==> src/rtl/pwm_pkg.sv <==
// pwm_pkg -- shared constants and helpers for the PWM step array.
//   DEF_*     : default parameter values used by pwm_step_array / btn_debounce
//   duty_w()  : bit width needed to hold a duty value 0..period
//   duty_act_e: per-channel duty update selected in a given cycle
package pwm_pkg;

  localparam int DEF_PERIOD     = 100;
  localparam int DEF_STEP       = 25;
  localparam int DEF_PRESC_DIV  = 67500;
  localparam int DEF_DEB_CYCLES = 4096;

  // Duty spans 0..period inclusive, so one more code than the phase range.
  function automatic int duty_w(input int period);
    return $clog2(period + 1);
  endfunction

  typedef enum logic [1:0] {
    ACT_HOLD,
    ACT_INC,
    ACT_DEC
  } duty_act_e;

endpackage

==> src/rtl/btn_debounce.sv <==
// btn_debounce -- synchroniser, debouncer and press detector for one
// active-low push button.
//   clk   : system clock (rising edge)
//   rst_n : asynchronous active-low reset
//   btn   : raw asynchronous button, 0 = pressed
//   press : one-cycle pulse on an accepted released->pressed transition
module btn_debounce
  import pwm_pkg::*;
#(
  parameter int DEB_CYCLES = DEF_DEB_CYCLES
) (
  input  logic clk,
  input  logic rst_n,
  input  logic btn,
  output logic press
);

  localparam int CW = (DEB_CYCLES > 1) ? $clog2(DEB_CYCLES) : 1;
  localparam logic [CW-1:0] CNT_LAST = CW'(DEB_CYCLES - 1);

  logic          sync1;
  logic          sync2;
  logic          level;
  logic          armed;
  logic [CW-1:0] cnt;

  // The synchroniser clears to "pressed" and presses are only reported once
  // a released sample has been seen (armed). A button held through reset
  // therefore produces no event until it is released and pressed again,
  // while the debounced level itself starts at released.
  // NOTE: sequential state uses non-blocking assignments so every flop
  // samples the values from before the clock edge.
  always_ff @(posedge clk or negedge rst_n) begin
    if (!rst_n) begin
      sync1 <= 1'b0;
      sync2 <= 1'b0;
      level <= 1'b1;
      armed <= 1'b0;
      cnt   <= '0;
      press <= 1'b0;
    end else begin
      sync1 <= btn;
      sync2 <= sync1;
      press <= 1'b0;
      if (sync2) armed <= 1'b1;
      // Count cycles the synchronised input disagrees with the accepted
      // level; any agreement (a bounce back) restarts the count.
      if (sync2 == level) begin
        cnt <= '0;
      end else if (cnt == CNT_LAST) begin
        cnt   <= '0;
        level <= sync2;
        press <= ~sync2 & armed;
      end else begin
        cnt <= cnt + 1'b1;
      end
    end
  end

endmodule

==> src/rtl/pwm_step_array.sv <==
// pwm_step_array -- CHANNELS independent PWM outputs sharing one prescaler
// and phase counter; each channel's duty is stepped by its own inc/dec
// buttons.
//   clk     : system clock (rising edge)
//   rst_n   : asynchronous active-low reset
//   btn_inc : per-channel increment buttons, active-low, asynchronous
//   btn_dec : per-channel decrement buttons, active-low, asynchronous
//   pwm     : registered PWM outputs
//   duty    : pending duty per channel, channel i at [i*W +: W]
module pwm_step_array
  import pwm_pkg::*;
#(
  parameter int CHANNELS   = 4,
  parameter int PRESC_DIV  = DEF_PRESC_DIV,
  parameter int PERIOD     = DEF_PERIOD,
  parameter int STEP       = DEF_STEP,
  parameter int DEB_CYCLES = DEF_DEB_CYCLES,
  parameter int SATURATE   = 0
) (
  input  logic                             clk,
  input  logic                             rst_n,
  input  logic [CHANNELS-1:0]              btn_inc,
  input  logic [CHANNELS-1:0]              btn_dec,
  output logic [CHANNELS-1:0]              pwm,
  output logic [CHANNELS*duty_w(PERIOD)-1:0] duty
);

  localparam int W   = duty_w(PERIOD);
  localparam int PCW = (PRESC_DIV > 1) ? $clog2(PRESC_DIV) : 1;
  localparam logic [PCW-1:0] PRESC_LAST = PCW'(PRESC_DIV - 1);
  localparam logic [W-1:0]   PHASE_LAST = W'(PERIOD - 1);
  localparam logic [W-1:0]   PERIOD_V   = W'(PERIOD);
  localparam logic [W-1:0]   STEP_V     = W'(STEP);
  localparam logic [W:0]     PERIOD_X   = (W+1)'(PERIOD);
  localparam logic [W:0]     STEP_X     = (W+1)'(STEP);

  logic [PCW-1:0]      presc_cnt;
  logic                tick;
  logic [W-1:0]        phase;
  logic                period_end;
  logic [CHANNELS-1:0] inc_ev;
  logic [CHANNELS-1:0] dec_ev;

  // Counter clears on reset, so the first tick after reset comes a full
  // PRESC_DIV cycles later.
  assign tick       = (presc_cnt == PRESC_LAST);
  assign period_end = tick && (phase == PHASE_LAST);

  always_ff @(posedge clk or negedge rst_n) begin
    if (!rst_n) begin
      presc_cnt <= '0;
      phase     <= '0;
    end else begin
      presc_cnt <= tick ? '0 : presc_cnt + 1'b1;
      if (tick) phase <= period_end ? '0 : phase + 1'b1;
    end
  end

  for (genvar i = 0; i < CHANNELS; i++) begin : g_ch
    logic [W-1:0] duty_q;
    logic [W-1:0] duty_nxt;
    logic [W-1:0] active_q;
    logic [W:0]   sum;
    logic         pwm_q;
    duty_act_e    act;

    btn_debounce #(.DEB_CYCLES(DEB_CYCLES)) u_inc (
      .clk   (clk),
      .rst_n (rst_n),
      .btn   (btn_inc[i]),
      .press (inc_ev[i])
    );

    btn_debounce #(.DEB_CYCLES(DEB_CYCLES)) u_dec (
      .clk   (clk),
      .rst_n (rst_n),
      .btn   (btn_dec[i]),
      .press (dec_ev[i])
    );

    // NOTE: every signal gets a default before any branch so the block is
    // purely combinational and infers no latch.
    always_comb begin
      act      = ACT_HOLD;
      duty_nxt = duty_q;
      sum      = {1'b0, duty_q} + STEP_X;
      // Coincident inc and dec cancel each other.
      if (inc_ev[i] && !dec_ev[i])      act = ACT_INC;
      else if (dec_ev[i] && !inc_ev[i]) act = ACT_DEC;
      case (act)
        ACT_INC: begin
          if (sum > PERIOD_X) duty_nxt = (SATURATE != 0) ? PERIOD_V : '0;
          else                duty_nxt = sum[W-1:0];
        end
        ACT_DEC: begin
          if ({1'b0, duty_q} < STEP_X) duty_nxt = (SATURATE != 0) ? '0 : PERIOD_V;
          else                         duty_nxt = duty_q - STEP_V;
        end
        default: ;
      endcase
    end

    // active only follows duty at the period boundary, so a duty change
    // never reshapes the period already in progress.
    always_ff @(posedge clk or negedge rst_n) begin
      if (!rst_n) begin
        duty_q   <= '0;
        active_q <= '0;
        pwm_q    <= 1'b0;
      end else begin
        duty_q <= duty_nxt;
        if (period_end) active_q <= duty_q;
        pwm_q <= (phase < active_q);
      end
    end

    assign pwm[i]         = pwm_q;
    assign duty[i*W +: W] = duty_q;
  end

endmodule

==> config.mk <==
export PLATFORM = sky130hd
export DESIGN_NAME = pwm_step_array
export DESIGN_NICKNAME = d
export VERILOG_FILES = /design/src/rtl/pwm_pkg.sv /design/src/rtl/btn_debounce.sv /design/src/rtl/pwm_step_array.sv
export SDC_FILE = /design/constraint.sdc
export NUM_CORES = 1
export LEC_CHECK = 0
export CAP_MARGIN = 20
export CORE_MARGIN = 2
export CORE_UTILIZATION = 25
export DETAILED_ROUTE_END_ITERATION = 10
export HOLD_SLACK_MARGIN = 0.1
export PLACE_DENSITY = 0.51
export SLEW_MARGIN = 5
export SYNTH_ARGS = -nofsm -noshare
export SYNTH_HDL_FRONTEND = slang
export SYNTH_SLANG_ARGS = --single-unit
==> constraint.sdc <==
create_clock -name clk -period 2.6 [get_ports clk]
set_input_delay 0.65 -clock clk [delete_from_list [all_inputs] [get_ports clk]]
set_output_delay 0.65 -clock clk [all_outputs]
set_load 0.02 [all_outputs]
== After elaboration in Yosys (flattened, before gate mapping) ==
Index checks and enable logic that the tools add are counted.
Word-level totals
  bits in writable memories: 0
  bits in registers: 220
  memory bits (read-only): 0
  memories: 0
  word-level logic and storage cells: 225
  bits in latches: 0
Operators by class
  mux-type cells: 54
  order comparisons: 12
  $mul: 0
  equality and inequality tests: 26
  bitwise operators: 24
  div/mod/pow operators: 0
  shifts and indexed selects: 0
  reductions and logical operators: 29
  add/subtract/negate cells: 18
Operators with widths (number)
  $mux 12: 16
  $add 12x1->12 const B: 8
  $eq 12x12->1 const B: 8
  $mux 7: 9
  $pmux 7 s2: 4
  $add 7x5->8 const B: 4
  $gt 8x7->1 const B: 4
  $lt 7x5->1 const B: 4
  $lt 7x7->1: 4
  $sub 7x5->7 const B: 4
  $add 17x1->17 const B: 1
  $eq 17x17->1 const B: 1
  $mux 17: 1
  $mux 1: 16
  $mux 2: 8
  $not 1->1: 16
  $reduce_and 2->1: 8
  $logic_and 1x1->1: 9
  $and 1x1->1: 8
  $eq 1x1->1: 8
  $eq 2x1->1 const B: 4
  $eq 2x2->1 const B: 4
  $logic_not 1->1: 8
  $reduce_bool 2->1: 4
  2 further kinds: 2

== Longest topological paths before layout ==
  depth after elaboration: 6
  gate-level depth with buffers: 8
  gate-level depth less buffers: 8

== Cells and area by module ==
Synthesis repeated with hierarchy kept, for this count alone.
Unflattened totals
  cell total of the unflattened synthesis: 1149
  area, all modules: 11471.0 um2
Modules (own cells, without submodules)
  btn_debounce: sequential area each 426.7 um2, instances 8, cells an instance 65, area each 759.5 um2
  pwm_step_array: sequential area each 2102.0 um2, instances 1, cells an instance 629, area each 5395.2 um2

== Worst setup path before layout ==
No wires, ideal clock.
  path type: register to register
  from: register presc_cnt[13]
  to: register phase[6]
  setup time: 0.069 ns
  slack: 0.469 ns
  period minus slack after synthesis: 2.131 ns
  buffers on the path: 0
  arrival: 2.062 ns
  cell stages (with the launch flop): 6
  cell sequence: dfrtp_1 -> or4b_4 -> nor4_4 -> nand2_2 -> or4b_1 -> nand3_1
Between the ends
  word-level cells in the longest chain between the ends: 3
RTL lines
  start, declared: line pwm_step_array.sv:37  | logic [PCW-1:0] presc_cnt;
  start signal, assigned: line pwm_step_array.sv:54  | presc_cnt <= tick ? '0 : presc_cnt + 1'b1;
  $eq 17x17->1 (*): line pwm_step_array.sv:46  | assign tick = (presc_cnt == PRESC_LAST);
  $logic_and 1x1->1: line pwm_step_array.sv:47  | assign period_end = tick && (phase == PHASE_LAST);
  $mux 7: line pwm_step_array.sv:55  | if (tick) phase <= period_end ? '0 : phase + 1'b1;
  end signal, assigned: line pwm_step_array.sv:55
  end, declared: line pwm_step_array.sv:39  | logic [W-1:0] phase;
Every way passes the cells marked *; elsewhere a longest branch is shown, timed or not.
A chain may end at the register's enable or synchronous reset.

== Worst setup path after layout ==
  from: register g_ch[0].duty_q[3]
  to: output port duty[3]
RTL lines
  start, declared: line pwm_step_array.sv:60  | logic [W-1:0] duty_q;
  start signal, assigned: line pwm_step_array.sv:111  | duty_q <= duty_nxt;
  end, declared: line pwm_step_array.sv:25  | output logic [CHANNELS*duty_w(PERIOD)-1:0] duty
No word-level cell between the ends.

==> impl_results.html <==
<table>
<tr><th>Metric</th><th>Value</th></tr>
<tr><th colspan="2">Logic synthesis</th></tr>
<tr><td>Most frequent cell after synthesis</td><td>sky130_fd_sc_hd__dfrtp_1</td></tr>
<tr><td>Post-synthesis cell area</td><td>about 0.011 mm2</td></tr>
<tr><td>Most used standard cells in the synthesized netlist</td><td>212 x sky130_fd_sc_hd__dfrtp_1, 142 x sky130_fd_sc_hd__nor2_1, 87 x sky130_fd_sc_hd__nand2_1</td></tr>
<tr><td>Count of unique library cells instantiated by Yosys</td><td>between 60 and 70</td></tr>
<tr><td>Proportion of netlist area held by the largest area contributor</td><td>0.478</td></tr>
<tr><td>Sequential fraction of the synthesis area</td><td>0.497</td></tr>
<tr><td>Asr flop ratio synth</td><td>1.00</td></tr>
<tr><td>Net count of the mapped netlist</td><td>between 1,000 and 1,500</td></tr>
<tr><td>Instance count of the mapped netlist</td><td>approximately 1,100</td></tr>
<tr><td>Number of synthesized flops with an enable pin</td><td>0</td></tr>
<tr><td>Main synth FF type</td><td>sky130_fd_sc_hd__dfrtp_1</td></tr>
<tr><td>Synthesized area per cell</td><td>~9.7 um2</td></tr>
<tr><td>Largest area contributor in the synthesized netlist</td><td>sky130_fd_sc_hd__dfrtp_1</td></tr>
<tr><td>Total number of yosys warnings</td><td>0</td></tr>
<tr><td>Top post-synthesis cells by area</td><td>sky130_fd_sc_hd__dfrtp_1 48%, sky130_fd_sc_hd__ha_1 5.2%, sky130_fd_sc_hd__xor2_1 4.8%, sky130_fd_sc_hd__nor2_1 4.8%, sky130_fd_sc_hd__nand2_1 2.9%</td></tr>
<tr><td>Count of state elements after synthesis</td><td>220</td></tr>
<tr><th colspan="2">Min path</th></tr>
<tr><td>Hold Path Class</td><td>in -&gt; async</td></tr>
<tr><th colspan="2">GRT</th></tr>
<tr><td>Met2 routing resource usage after global routing</td><td>0.163</td></tr>
<tr><td>Number of antenna violations at the first check in global routing</td><td>0</td></tr>
<tr><td>Via count of the first global-routing pass</td><td>between 7,000 and 8,000</td></tr>
<tr><td>Global routing usage on met1</td><td>0.136</td></tr>
<tr><td>Total grt overflow</td><td>0</td></tr>
<tr><td>Tot GR Track Use</td><td>0.0990</td></tr>
<tr><td>Fraction of met3 tracks used by global routing</td><td>0.0160</td></tr>
<tr><td>Global-route wire length before repair</td><td>39,100 um</td></tr>
<tr><td>Maximum number of pins on one net before global-route repair</td><td>70</td></tr>
<tr><td>GRT busiest layer</td><td>met2</td></tr>
<tr><th colspan="2">Finish</th></tr>
<tr><td>Share of cells above drive strength 1</td><td>0.0860</td></tr>
<tr><td>Post-layout net count</td><td>approximately 1,200</td></tr>
<tr><td>Final Instance Area</td><td>approximately 0.013 mm2</td></tr>
<tr><td>Diode insertion count for antenna repair</td><td>0</td></tr>
<tr><td>Layout overhead on the synthesized area</td><td>18.5%</td></tr>
<tr><td>Final core utilization</td><td>0.299</td></tr>
<tr><th colspan="2">Route</th></tr>
<tr><td>Remaining routing DRC violations</td><td>0</td></tr>
<tr><td>Overall routed net length</td><td>about 23,000 um</td></tr>
<tr><td>Post-detailed-route count of antenna-violating nets</td><td>0</td></tr>
<tr><td>Via density per instance</td><td>4.43</td></tr>
<tr><td>TritonRoute pass-1 iters</td><td>5</td></tr>
<tr><td>DRC violation total after the first TritonRoute iteration</td><td>470</td></tr>
<tr><td>Total via count after detailed routing</td><td>slightly below 8,000</td></tr>
<tr><td>Wirelength per Cell</td><td>approximately 13 um</td></tr>
<tr><th colspan="2">Placement</th></tr>
<tr><td>Detailed placement HPWL</td><td>between 15,000 and 20,000 um</td></tr>
<tr><td>Number of buffers added on ports</td><td>41</td></tr>
<tr><td>Pre-CTS setup slack</td><td>0.430 ns</td></tr>
<tr><td>Weighted congestion reported at the end of routability-driven placement</td><td>about 0.79</td></tr>
<tr><td>Placed Instance Area</td><td>between 0.01 and 0.015 mm2</td></tr>
<tr><th colspan="2">Clock tree</th></tr>
<tr><td>CTS sink cnt</td><td>220</td></tr>
<tr><td>Reg clk slew, reported paths</td><td>0.06 ns</td></tr>
<tr><td>Number of instances resized during post-cts repair</td><td>0</td></tr>
<tr><td>CTS root buf</td><td>sky130_fd_sc_hd__clkbuf_16</td></tr>
<tr><td>Maximum buffer depth of the clock tree</td><td>3</td></tr>
<tr><td>Number of levels in the clock H-tree</td><td>1</td></tr>
<tr><td>CTS hold repair buffers</td><td>0</td></tr>
<tr><td>Post CTS Setup Buffer Count</td><td>0</td></tr>
<tr><td>Later-pin clock latency in the skew report</td><td>roughly 0.52 ns</td></tr>
<tr><td>Number of buffers created by CTS</td><td>27</td></tr>
<tr><td>Clock tree from TritonCTS</td><td>done</td></tr>
<tr><th colspan="2">Critical path</th></tr>
<tr><td>Critical path start-end classification</td><td>reg -&gt; out</td></tr>
<tr><td>Crit path buf inv count</td><td>1</td></tr>
<tr><td>Kind of start point of the critical path</td><td>flip-flop</td></tr>
<tr><td>Launching point of the worst reg2reg path</td><td>presc_cnt[13]</td></tr>
<tr><td>Critical path arrival</td><td>approximately 1.8 ns</td></tr>
<tr><td>Worst Setup End Kind</td><td>output port</td></tr>
<tr><td>Ordered list of cells on the worst path</td><td>clkdlybuf4s50_1</td></tr>
<tr><td>CP Launch Point</td><td>g_ch[0].duty_q[3]</td></tr>
<tr><td>Stage delay of the slowest cell on the critical path</td><td>0.73 ns</td></tr>
<tr><td>Cell family contributing the most delay on the critical path</td><td>buffers and inverters</td></tr>
<tr><td>Crit path required time</td><td>just under 2 ns</td></tr>
<tr><td>Critical-path maximum fanout</td><td>14</td></tr>
<tr><td>Slowest library cell on the worst path</td><td>sky130_fd_sc_hd__clkdlybuf4s50_1</td></tr>
<tr><th colspan="2">STA</th></tr>
<tr><td>Final count of pins violating max slew</td><td>0</td></tr>
<tr><td>Final worst setup slack</td><td>0.129 ns</td></tr>
<tr><td>Final worst hold slack</td><td>0.0834 ns</td></tr>
<tr><td>Post-route clock period utilization</td><td>0.950</td></tr>
<tr><td>Number of endpoints with negative hold slack in the final report</td><td>0</td></tr>
<tr><td>Setup violators final</td><td>0</td></tr>
<tr><td>Setup repair after global routing missed its margin</td><td>false</td></tr>
<tr><td>Minimum clock period after layout</td><td>between 2 and 2.5 ns</td></tr>
<tr><td>Top achievable clock speed</td><td>a little over 0.4 GHz</td></tr>
<tr><td>Worst-margin pin slew</td><td>between 0.5 and 0.6 ns</td></tr>
<tr><td>Final Skew</td><td>between 0.01 and 0.015 ns</td></tr>
<tr><td>Relative slew slack</td><td>0.602</td></tr>
<tr><td>TNS Setup</td><td>0 ns</td></tr>
<tr><th colspan="2">Die</th></tr>
<tr><td>Chip Height</td><td>215 um</td></tr>
<tr><td>Number of rows in the core area</td><td>77</td></tr>
<tr><td>Die extent in x</td><td>about 210 um</td></tr>
<tr><td>Total die area</td><td>approximately 0.046 mm2</td></tr>
<tr><td>Effective utilization at floorplan</td><td>0.252</td></tr>
<tr><td>Core box area</td><td>between 0.04 and 0.05 mm2</td></tr>
<tr><td>Number of top-level pins</td><td>42</td></tr>
<tr><th colspan="2">Power and ir drop</th></tr>
<tr><td>Worst IR Drop VDD</td><td>between 0.0004 and 0.0005 V</td></tr>
<tr><td>Total power density per cell area</td><td>between 500 and 600 mW/mm2</td></tr>
<tr><td>Leak</td><td>between 5 and 6 nW</td></tr>
<tr><th colspan="2">Job</th></tr>
<tr><td>Maxcap violations</td><td>0</td></tr>
<tr><th colspan="2">Run status</th></tr>
<tr><td>Result of the run</td><td>completed</td></tr>
</table>
==> report_power, final <==
part,switching (W),internal (W),total (W)
combinational,0.000126,0.0000682,0.000194
clock,0.00141,0.00247,0.00388
sequential,0.0000437,0.00347,0.00351
==> metal layers <==
| layer | share of wire | wire [um] |
|---|---|---|
| met2 | 0.46 | 10400 |
| met5 | 0 | 0 |
| met3 | 0.036 | 811 |
| met4 | 0.018 | 400 |
| met1 | 0.49 | 11000 |
==> worst paths after layout <==
kind | endpoint | slack (ns) | cells after the start
max in group asynchronous | g_ch[3].u_inc.level | 1.79 | 2
worst min register to register | g_ch[0].u_inc.sync2 | 0.35 | 0
worst max register to register | g_ch[1].active_q[3] | 0.46 | 4
worst min-delay path | g_ch[3].duty_q[3] | 0.08 | 1
min in group clk | g_ch[0].u_inc.sync2 | 0.35 | 0
worst max-delay path | duty[3] | 0.13 | 1
==> cells by family (layout without fill, tap and decap cells) <==
logic type	after synthesis	after routing	synth area share
and+or+nand+nor	450	450	0.201
DFF	220	220	0.497
AOI/OAI and AO/OA	194	194	0.110
buffers and inverters	109	165	0.0386
xor gates and xnor gates	97	97	0.0766
adders and majority gates	46	46	0.0519
muxes	25	25	0.0249
==> metrics by stage <==
| step | std cells | power, W |
|---|---|---|
| floorplan | 1141 | 0.00364 |
| global placement | 1740 | 0.00377 |
| detailed placement | 1740 | 0.00378 |
| CTS | 1789 | 0.00774 |
| global route | 1789 | 0.00792 |
| finish | 1789 | 0.00759 |
==> layout by cell type (no fill, tap or decap), drive strengths merged, types with 14 or more instances in the layout <==
cell	instances
nand2	89
ha	46
clkbuf	39
a21oi	53
inv	63
xor2	61
nand4	18
nand3	61
clkdlybuf4s50	40
nor2	142
o21ai	52
and3	17
dfrtp	212
or2	14
and2	17
mux2	21
xnor2	36
nor3	18
a21o	15
nand2b	20
==> state kept, by name, indices dropped and copies added (netlist names), 7 cells and up <==
name            cells
phase               7
g_ch.u_dec.cnt     48
g_ch.duty_q        28
g_ch.u_inc.cnt     48
g_ch.active_q      28
presc_cnt          17
==> cell type report <==
class,count,area (um2)
Fill cell,4569,30900
Clock buffer,39,781
Timing Repair Buffer,53,568
Tap cell,592,741
Sequential cell,220,5520
Inverter,63,236
Clock inverter,10,155
Multi-Input combinational cell,812,5150
Power figures use the tool's default switching activity.
